--- config.mk ---
export PLATFORM = sky130hd
export DESIGN_NAME = core_mem_arbiter
export DESIGN_NICKNAME = d
export VERILOG_FILES = /design/src/rtl/core_mem_arbiter.sv
export SDC_FILE = /design/constraint.sdc
export NUM_CORES = 1
export LEC_CHECK = 0
export CAP_MARGIN = 20
export CORE_MARGIN = 2
export CORE_UTILIZATION = 42
export CTS_CLUSTER_SIZE = 25
export DETAILED_ROUTE_END_ITERATION = 16
export PLACE_DENSITY = 0.91
export SLEW_MARGIN = 10
export SYNTH_ARGS = -nofsm -noshare
export SYNTH_HDL_FRONTEND = slang
export SYNTH_SLANG_ARGS = --single-unit
--- constraint.sdc ---
create_clock -name i_clk -period 2.96 [get_ports i_clk]
set_input_delay 0.592 -clock i_clk [delete_from_list [all_inputs] [get_ports i_clk]]
set_output_delay 0.592 -clock i_clk [all_outputs]
set_load 0.1 [all_outputs]
--- src/rtl/core_mem_arbiter.sv ---
// core_mem_arbiter: shares one memory request port between the instruction
// fetch and data requesters. A four-state FSM (IDLE/ADDR/RESP/DONE) grants one
// requester, presents its latched request until accepted, waits for the
// response and pulses that requester's DONE with the registered read data.
// A transaction stuck in ADDR+RESP for TIMEOUT_CYCLES cycles is aborted with
// ARB_ERR (TIMEOUT_CYCLES = 0 disables the timeout).
// Optional macro CORE_ARB_RR_EN: simultaneous requests alternate between the
// requesters instead of giving the data port fixed priority.
module core_mem_arbiter #(
  parameter int unsigned TIMEOUT_CYCLES = 255
) (
  input  logic        i_clk,
  input  logic        i_rst,
  input  logic        i_if_req,
  input  logic [31:0] i_if_addr,
  input  logic        i_dm_req,
  input  logic        i_dm_we,
  input  logic [31:0] i_dm_addr,
  input  logic [31:0] i_dm_wdata,
  input  logic [3:0]  i_dm_strb,
  output logic        o_bus_valid,
  output logic        o_bus_we,
  output logic [31:0] o_bus_addr,
  output logic [31:0] o_bus_wdata,
  output logic [3:0]  o_bus_strb,
  input  logic        i_bus_ready,
  input  logic        i_bus_rvalid,
  input  logic [31:0] i_bus_rdata,
  output logic        o_if_done,
  output logic        o_dm_done,
  output logic [31:0] o_arb_rdata,
  output logic        o_arb_err,
  output logic        o_arb_busy
);

  typedef enum logic [1:0] {S_IDLE, S_ADDR, S_RESP, S_DONE} state_t;

  // Counter is wide enough to reach TIMEOUT_CYCLES without wrapping.
  localparam int unsigned CW = $clog2(TIMEOUT_CYCLES + 2);
  localparam bit TMO_EN = (TIMEOUT_CYCLES != 0);
  localparam logic [CW-1:0] TMO_LAST = TMO_EN ? CW'(TIMEOUT_CYCLES - 1) : '0;

  state_t        r_state;
  state_t        w_state_next;
  logic          r_grant_dm;
  logic          r_bus_we;
  logic [31:0]   r_bus_addr;
  logic [31:0]   r_bus_wdata;
  logic [3:0]    r_bus_strb;
  logic [31:0]   r_arb_rdata;
  logic          r_arb_err;
  logic [CW-1:0] r_tmo_cnt;

  logic w_any_req;
  logic w_grant_dm;
  logic w_tmo_hit;
  logic w_take_resp;
  logic w_abort;
  logic w_grant;

  assign w_any_req = i_if_req | i_dm_req;
  // The cycle whose closing edge brings the counter to TIMEOUT_CYCLES.
  assign w_tmo_hit = TMO_EN && (r_tmo_cnt == TMO_LAST);

`ifdef CORE_ARB_RR_EN
  logic r_last_if;  // 1: IF won the last grant, 0: DM did (reset value)

  assign w_grant_dm = i_dm_req && (!i_if_req || r_last_if);

  // Remember which requester won so the other wins the next tie.
  always_ff @(posedge i_clk) begin
    if (i_rst) begin
      r_last_if <= 1'b0;
    end else if (w_grant) begin
      r_last_if <= !w_grant_dm;
    end
  end
`else
  assign w_grant_dm = i_dm_req;
`endif

  // State register.
  always_ff @(posedge i_clk) begin
    if (i_rst) begin
      r_state <= S_IDLE;
    end else begin
      r_state <= w_state_next;
    end
  end

  // Next-state decode plus the state-derived strobes; a response wins over a
  // timeout landing on the same cycle, a timeout wins over a late READY.
  always_comb begin
    w_state_next = r_state;
    w_grant      = 1'b0;
    w_take_resp  = 1'b0;
    w_abort      = 1'b0;
    case (r_state)
      S_IDLE: begin
        if (w_any_req) begin
          w_grant      = 1'b1;
          w_state_next = S_ADDR;
        end
      end
      S_ADDR: begin
        if (w_tmo_hit) begin
          w_abort      = 1'b1;
          w_state_next = S_DONE;
        end else if (i_bus_ready) begin
          w_state_next = S_RESP;
        end
      end
      S_RESP: begin
        if (i_bus_rvalid) begin
          w_take_resp  = 1'b1;
          w_state_next = S_DONE;
        end else if (w_tmo_hit) begin
          w_abort      = 1'b1;
          w_state_next = S_DONE;
        end
      end
      default: w_state_next = S_IDLE;
    endcase
  end

  // Request latch, response capture and timeout counter.
  always_ff @(posedge i_clk) begin
    if (i_rst) begin
      r_grant_dm  <= 1'b0;
      r_bus_we    <= 1'b0;
      r_bus_addr  <= '0;
      r_bus_wdata <= '0;
      r_bus_strb  <= '0;
      r_arb_rdata <= '0;
      r_arb_err   <= 1'b0;
      r_tmo_cnt   <= '0;
    end else begin
      if (w_grant) begin
        r_grant_dm <= w_grant_dm;
        r_tmo_cnt  <= '0;
        if (w_grant_dm) begin
          r_bus_we    <= i_dm_we;
          r_bus_addr  <= i_dm_addr;
          r_bus_wdata <= i_dm_wdata;
          r_bus_strb  <= i_dm_strb;
        end else begin
          r_bus_we    <= 1'b0;
          r_bus_addr  <= i_if_addr;
          r_bus_wdata <= '0;
          r_bus_strb  <= 4'hF;
        end
      end else if (r_state == S_ADDR || r_state == S_RESP) begin
        r_tmo_cnt <= r_tmo_cnt + CW'(1);
      end
      if (w_take_resp) begin
        r_arb_rdata <= i_bus_rdata;
        r_arb_err   <= 1'b0;
      end else if (w_abort) begin
        r_arb_rdata <= '0;
        r_arb_err   <= 1'b1;
      end
    end
  end

  assign o_bus_valid = (r_state == S_ADDR);
  assign o_bus_we    = r_bus_we;
  assign o_bus_addr  = r_bus_addr;
  assign o_bus_wdata = r_bus_wdata;
  assign o_bus_strb  = r_bus_strb;
  assign o_if_done   = (r_state == S_DONE) && !r_grant_dm;
  assign o_dm_done   = (r_state == S_DONE) && r_grant_dm;
  assign o_arb_rdata = r_arb_rdata;
  // Error is only meaningful alongside the DONE pulse.
  assign o_arb_err   = (r_state == S_DONE) && r_arb_err;
  assign o_arb_busy  = (r_state != S_IDLE);

endmodule

# Word level (Yosys, flattened, before mapping)

Cells that the tools add are included.

$add $sub $neg: 1
Equality and inequality tests: 7
Mux-type cells: 19
Bitwise gates (word level): 1
Reduce and logical (&&, ||, !) cells: 11

Operators by type and width:

| operator            | number |
|---|---|
| $mux 32             | 4 |
| $mux 2              | 5 |
| $add 9x1->9 const B | 1 |
| $eq 9x8->1 const B  | 1 |
| $mux 1              | 7 |
| $pmux 2 s3          | 1 |
| $eq 2x2->1 const B  | 2 |
| $mux 4              | 1 |
| $reduce_bool 2->1   | 2 |
| $reduce_or 2->1     | 2 |
| $logic_and 1x1->1   | 3 |
| $ne 3x1->1 const B  | 1 |
| $ne 3x3->1 const B  | 1 |
| $reduce_and 3->1    | 1 |
| $eq 2x1->1 const B  | 1 |
| $logic_not 2->1     | 1 |
| $ne 2x2->1 const B  | 1 |
| $pmux 1 s2          | 1 |
| $logic_not 1->1     | 1 |
| $logic_or 1x1->1    | 1 |
| $or 1x1->1          | 1 |

Register bits: 114
Input bits: 139
Output and inout bits: 106
Logic and storage cells: 48

# Depth between registers and ports, before layout

Depth after elaboration: 6
Gate-level depth with buffers: 7

# Worst setup path after synthesis

Ideal clock, no wire load.

Path type: register to output
Start: reg r_state[0]
End: out o_if_done
Arrival: 1885 ps
Data required time: 2368 ps
Slack: 483 ps
Cell stages (with the launch flop): 3
Path buffers: 0
Cells stage by stage: dfxtp_1 -> ha_1 -> nor2b_1

Word-level cells in the longest chain between the ends: 2

Ends and longest elaborated chain:

| item                   | line | text |
|---|---|---|
| start, declared        | 43   | `state_t r_state;` |
| start signal, assigned | 87   | `r_state <= w_state_next;` |
| $eq 2x2->1             | 170  | `assign o_if_done = (r_state == S_DONE) && !r_grant_dm;` |
| $logic_and 1x1->1      | 170  |  |
| end, declared          | 29   | `output logic o_if_done,` |

No other way between the ends.

# Worst setup path in the final report

Start: reg r_state[0]
End: out o_arb_busy

Word-level cells in the longest chain between the ends: 1

Ends and longest elaborated chain:

| item              | line | text |
|---|---|---|
| $reduce_bool 2->1 | 175  | `assign o_arb_busy = (r_state != S_IDLE);` |
| end, declared     | 33   | `output logic o_arb_busy` |

No other way between the ends.

==> run metrics <==
final setup violation count 0; nets approximately 840; CP Capture Type primary output; Netlist cell types 32; Hold Crit Class flip-flop to flip-flop; Buf/Inv on CP 3; Die X about 110 um; critical path data arrival time between 1.5 and 2 ns; row cnt 37; Max Clk Rate ~430 MHz; P_leak approximately 0.003 uW; via count around 4500; Post-Synthesis Cells roughly 460; max-cap viol count 0; Net Sw Power between 4000 and 5000 uW; CTS Buf Count 17; largest net degree at the start of global routing 66; slew margin rel. 32.70%; Slew Viols, Final 0; Mapped Area about 4500 um2; Slowest cell on crit path dfxtp_1; RSZ-0062 raised after global routing false; root buffer cell clkbuf_8; area of the multi-input gates between 2000 and 2500 um2; total power per unit cell area between 1000 and 1500 nW/um2; TritonCTS clock tree built; clock tree sinks 114; worst-path fanout max 7; syn avg cell area roughly 9.7 um2; worst vdd ir approximately 0.00068 V; Largest delay share family, worst path buffers and inverters; detailed placement HPWL between 10000 and 15000 um; H-tree Lvls 4; Slew @ Worst Pin between 1 and 1.5 ns; Post-Syn Nets just over 600; Logic pwr share about 52%; GP Congestion slightly below 0.8; drt first pass iters 4; Cell Int Power 4171 uW; number of global-route vias before repair about 4500; Core ar. 10370 um2; CP Launch Type flip-flop; crit-path cells inv_1 > ha_1 > inv_1 > buf_4; Finished Core Util a little over two thirds; WL final around 14000 um; switch share about half; Critical Path RT about 2.4 ns; Avg WL per Cell approximately 17 um; initial core utilization between 40 and 50%; Fill cells just under 800; Tcrit/Tclk final 78.98%; I/O pin cnt 245; status finished clean; Die Area approximately 12000 um2; cts hold-fix bufs 0; Clock Skew 0.007041 ns; antenna violations before repair 1; Final ANT Viol Nets 0; Clock Pin Slew Worst Setup and Hold Paths ~0.06 ns; clock buffer depth 2; DRC violations left 0; setup TNS 0 ns; worst skew pair latency 0.49 ns; Layout area overhead 63.08%; most frequent CP cell inv_1; crit path time final about 2.3 ns; vias per cell 5.313; Seq/Total Area, Yosys 50.78%; first-pass GRT wire length ~22000 um; CP peak stage delay approximately 0.37 ns; ant diodes 0; PostCTS Resize Cnt 0; critical path class flip-flop to primary output; Starting DRT DRC Count 264; postcts setup bufs 0; clock share of power between 20% and 30%; layout cells sized above 1 21.78%; Port Buffers between 200 and 250; FF+latch count, synth about 110; Fin. Hold Viols 0; synth warn 0; Reg area between 2000 and 2500 um2; Die Ht between 100 and 150 um; grt total ovfl 0; gr usage total 23.65%; sequential power share 24.6%
stage by stage:
step | hold WS (ns) | std cells | total power, uW | instance area, um2 | setup slack, ns
after CTS | 0.4793 | 843 | 8530 | 7330 | 0.6058
after detailed placement | 0.4615 | 811 | 6490 | 6734 | 0.5827
after floorplan | 0.4411 | 464 | 5501 | 4494 | 0.4835
final | 0.4773 | 843 | 8500 | 7330 | 0.6221
after global placement | 0.4568 | 811 | 6402 | 6734 | 0.7051
after global routing | 0.4973 | 843 | 8837 | 7330 | 0.5297
placed cells by master (no fill, tap or decap), drive strengths merged, types with 2 or more instances in the layout:
cell type      synthesis  final
a211oi                33     33
a21o                   2      2
a21oi                 33     33
a22o                  33     33
a311oi                32     32
and2                   3      3
buf                   15    116
bufinv                 0      3
clkbuf                26     18
clkdlybuf4s50          0    136
clkinv                 0      6
dfxtp                114    114
ha                     6      6
inv                    7     11
mux2i                 32     32
nand2                 36     36
nand2b                 2      2
nand3                  2      2
nand3b                 4      4
nand4                  3      3
nor2                  54     54
nor3                   4      4
o21ai                  6      6
or2                    2      2
xnor2                  6      6
xor2                   2      2
sequential cells by signal, indices dropped and copies added, names as in the netlist:
name	flops
o_arb_rdata	32
o_bus_addr	32
o_bus_strb	4
o_bus_wdata	32
o_bus_we	1
r_arb_err	1
r_grant_dm	1
r_state	2
r_tmo_cnt	9
layout make-up:
cell class                      instances  area share (%)
Clock buffer                           18           5.702
Clock inverter                         14           2.424
Inverter                                7          0.3585
Multi-Input combinational cell        302           27.67
Sequential cell                       114           31.14
Tap cell                              136           2.322
Timing Repair Buffer                  252           30.39
cell usage after synthesis (all sizes together):
library cell | count | area [um2]
nand3b | 4 | 30.03
or2 | 2 | 12.51
o41ai | 1 | 8.760
a311oi | 32 | 280.3
and2 | 3 | 18.77
a2bb2oi | 1 | 8.760
nor2b | 1 | 6.260
inv | 7 | 26.28
nor2 | 54 | 202.7
a211oi | 33 | 247.7
mux2i | 32 | 320.3
a21o | 2 | 15.01
nand3 | 2 | 10.01
a22o | 33 | 289.0
o21ai | 6 | 30.03
or4 | 1 | 7.510
nand4 | 3 | 25.02
o31a | 1 | 8.760
a21oi | 33 | 165.2
dfxtp | 114 | 2282
nor3 | 4 | 20.02
nand4b | 1 | 8.760
nand2 | 36 | 135.1
clkbuf | 26 | 97.59
buf | 15 | 73.82
nand2b | 2 | 12.51
a31oi | 1 | 6.260
xnor2 | 6 | 52.55
ha | 6 | 75.07
xor2 | 2 | 17.52
logic make-up after synthesis:
family          share of synthesized area [%]
compound gates                          23.58
flops                                   50.78
xor+xnor                                1.559
mux                                     7.127
simple gates                            10.89
fa+ha+maj                               1.670
buf+inv                                 4.399
power by group through the flow:
stage,Clock (uW),Combinational [uW],Sequential [uW]
3_3_place_gp,0,4300,2100
2_1_floorplan,0,1160,4340
3_5_place_dp,0,4380,2110
6_report,2030,4380,2090
4_1_cts,2050,4390,2090
5_1_grt,2140,4570,2120
layer usage:
| layer | wire [um] | track usage, % |
|---|---|---|
| met3 | 1047 | 7.143 |
| met5 | 13 | 0 |
| met4 | 206 | 6.502 |
| met2 | 7392 | 43.72 |
| met1 | 5428 | 26.15 |
path summary, 6_finish.rpt:
check	startpoint	to	slack [ns]	cells past startpoint
hold / removal	o_bus_wdata[26]	o_bus_wdata[26]	0.48	1
setup / recovery	r_state[0]	o_arb_busy	0.62	4
setup reg to reg	r_state[0]	o_arb_rdata[23]	0.73	4
hold reg to reg	o_bus_wdata[26]	o_bus_wdata[26]	0.48	1
No activity file was read; power rests on OpenSTA's default activity.
==> edit: new RTL, config.mk and constraints unchanged <==
Put a register stage on the output `o_arb_err`, with the module's reset. The value now appears one clock later. The other outputs are not delayed to match.
--- a/src/rtl/core_mem_arbiter.sv
+++ b/src/rtl/core_mem_arbiter.sv
@@ -171,7 +171,13 @@
   assign o_dm_done   = (r_state == S_DONE) && r_grant_dm;
   assign o_arb_rdata = r_arb_rdata;
   // Error is only meaningful alongside the DONE pulse.
-  assign o_arb_err   = (r_state == S_DONE) && r_arb_err;
+  always_ff @(posedge i_clk) begin
+    if (i_rst) begin
+      o_arb_err <= '0;
+    end else begin
+      o_arb_err <= (r_state == S_DONE) && r_arb_err;
+    end
+  end
   assign o_arb_busy  = (r_state != S_IDLE);
 
 endmodule
Behaviour: no difference found for any inputs over 10 cycles, from zero or initial values and one cycle with i_rst high; that may be too few to reach the edited logic, so the function may still have changed.
==> edit against the unedited design <==
- wire length up 1.6%
- highest routed layer is now met4
- sequential share of layout area increased by 0.055 points
- synthesized area is 0.50% higher
- sequential cell count increased by 1
- total power increased by 1.9%
- largest cell class unchanged
- critical endpoint unchanged
- die area grew 0.49%
- worst setup slack better by 0.0048 ns
- final area rose by 0.70%
==> edit: results (changes against the unedited design) <==
Synthesis
  – Post-Synth XOR/XNOR Area: 0.0155 (-0.0000777)
  – Area contributors post-synth: dfxtp_1, mux2i_1, a22o_1, a311oi_1, a211oi_1
  – Share of the synthesized area in the top cell type: 0.510 (+0.00190)
  – Complex-gate fraction of the synthesized area: 0.235 (-0.00118)
  – Synthesized area per cell: 9.71 µm² (+0.28%)
  – Post-Syn Nets: 610 (+0.16%)
  – Adder-cell share of the synthesized area: 0.0166 (-0.0000833)
  – Post-synthesis mux area share: 0.0709 (-0.000355)
  – Post-synth ARST share: 0 (unchanged)
  – Sequential area share after synthesis: 0.510 (+0.00190)
  – Distinct cell type count after synthesis: 33 (+3.1%)
  – Synth cell count leaders: dfxtp_1, nor2_1, nand2_1
  – Syn. warnings: 0 (unchanged)

Global route
  – GRT Residual Overflow: 0 (unchanged)
  – Total Routing Usage GR: 0.238 (+0.00105)
  – Vias in the first global route: 4,381 (-3.4%)
  – Pin count of the biggest net entering global routing: 69 (+4.5%)
  – Initial antenna violation count: 0 (-1)
  – First-pass GRT wire length: 21,800 µm (about the same)

Clock tree
  – Clock latency at the later pin of the worst-skew pair: 0.49 ns (about the same)
  – Clk buf depth: 2 (unchanged)
  – Clk slew on worst S/H paths: 0.06 ns (about the same)
  – CTS resizes: 0 (unchanged)
  – Root Buffer: clkbuf_8
  – Post-CTS setup buffers: 0 (unchanged)
  – Cts bufs inserted: 17 (unchanged)
  – H-tree levels: 4 (unchanged)

Detailed routing
  – 1st-iter DRT viols: 270 (+2.3%)
  – TritonRoute pass-1 iters: 5 (+1)
  – Via count: 4,443 (-0.80%)
  – Total Wirelength: 14,300 µm (+1.6%)

Critical path
  – Crit path max-delay cell type: dfxtp_1
  – Critical Path AT: 1.74 ns
  – CP delay by family, top: buffers and inverters
  – Max incr delay on CP: 0.38 ns
  – Worst-path fanout max: 7 (unchanged)

Finish
  – Fill count: 734 (-7.2%)
  – Layout cells sized above 1: 0.218 (unchanged)
  – Diode count: 0 (unchanged)
  – Non-Filler Instances: 843 (unchanged)

Place
  – Hpwl dp: 10,000 µm (-2.6%)
  – Gpl congestion: 0.793 (+0.76%)
  – Dpl cells: 811 (unchanged)
  – I/O Buffers: 244 (unchanged)

Timing
  – Clock skew: 0.0109 ns (+0.00381 ns)
  – Rel. slew slack: 0.319 (-0.00783)

Min path
  – Tightest Hold Check Type: reg2reg

Power
  – Peak supply drop: 0.573 mV (-16%)
  – Leak: 0.00303 µW (+0.80%)

Status
  – Status: finished clean
-- edit: layout make-up --
type                            instances  area, µm²  area share
Timing Repair Buffer                  251       2220       0.301
Clock buffer                           17        414      0.0561
Sequential cell                       115       2300       0.312
Inverter                                7       26.3     0.00356
Clock inverter                         15        218      0.0295
Tap cell                              136        170      0.0231
Multi-Input combinational cell        302       2030       0.275
-- edit: final timing paths --
check	from	end	slack, ns	cells after the start
hold / removal	o_bus_wdata[7]	o_bus_wdata[7]	0.48	1
hold reg to reg	o_bus_wdata[7]	o_bus_wdata[7]	0.48	1
setup reg to reg	r_state[0]	o_arb_rdata[25]	0.73	4
setup / recovery	r_state[0]	o_arb_busy	0.63	4
-- edit: cells by family after synthesis --
logic type,count (synthesis)
AO/OA/AOI/OAI,143
XOR/XNOR,8
adder cells (fa/ha/maj),6
buffers and inverters,48
flip-flops,115
multiplexers,32
AND/OR/NAND/NOR,113
-- edit: metal layers --
layer | GRT usage | vias to the layer above | part of all wire
li1 | - | 2174 | -
met1 | 0.268 | 2074 | 0.39
met2 | 0.437 | 179 | 0.53
met3 | 0.0648 | 16 | 0.068
met4 | 0.0650 | 0 | 0.014
met5 | 0 | - | 0
-- edit: power by group --
| group | internal, µW | switching [µW] | leakage, µW | total (µW) |
|---|---|---|---|---|
| Combinational | 984 | 3410 | 0.00178 | 4400 |
| Sequential | 1900 | 205 | 0.000942 | 2100 |
| Clock | 1390 | 766 | 0.000307 | 2160 |
-- edit: per-stage QoR --
stage	power [µW]	util	instance area, µm²	setup slack (ns)
after floorplan	5510	-	4520	0.484
after global placement	6410	0.651	6750	0.677
after detailed placement	6500	0.651	6750	0.540
after CTS	8700	0.712	7380	0.599
after global routing	9000	0.712	7380	0.536
final	8660	0.712	7380	0.627
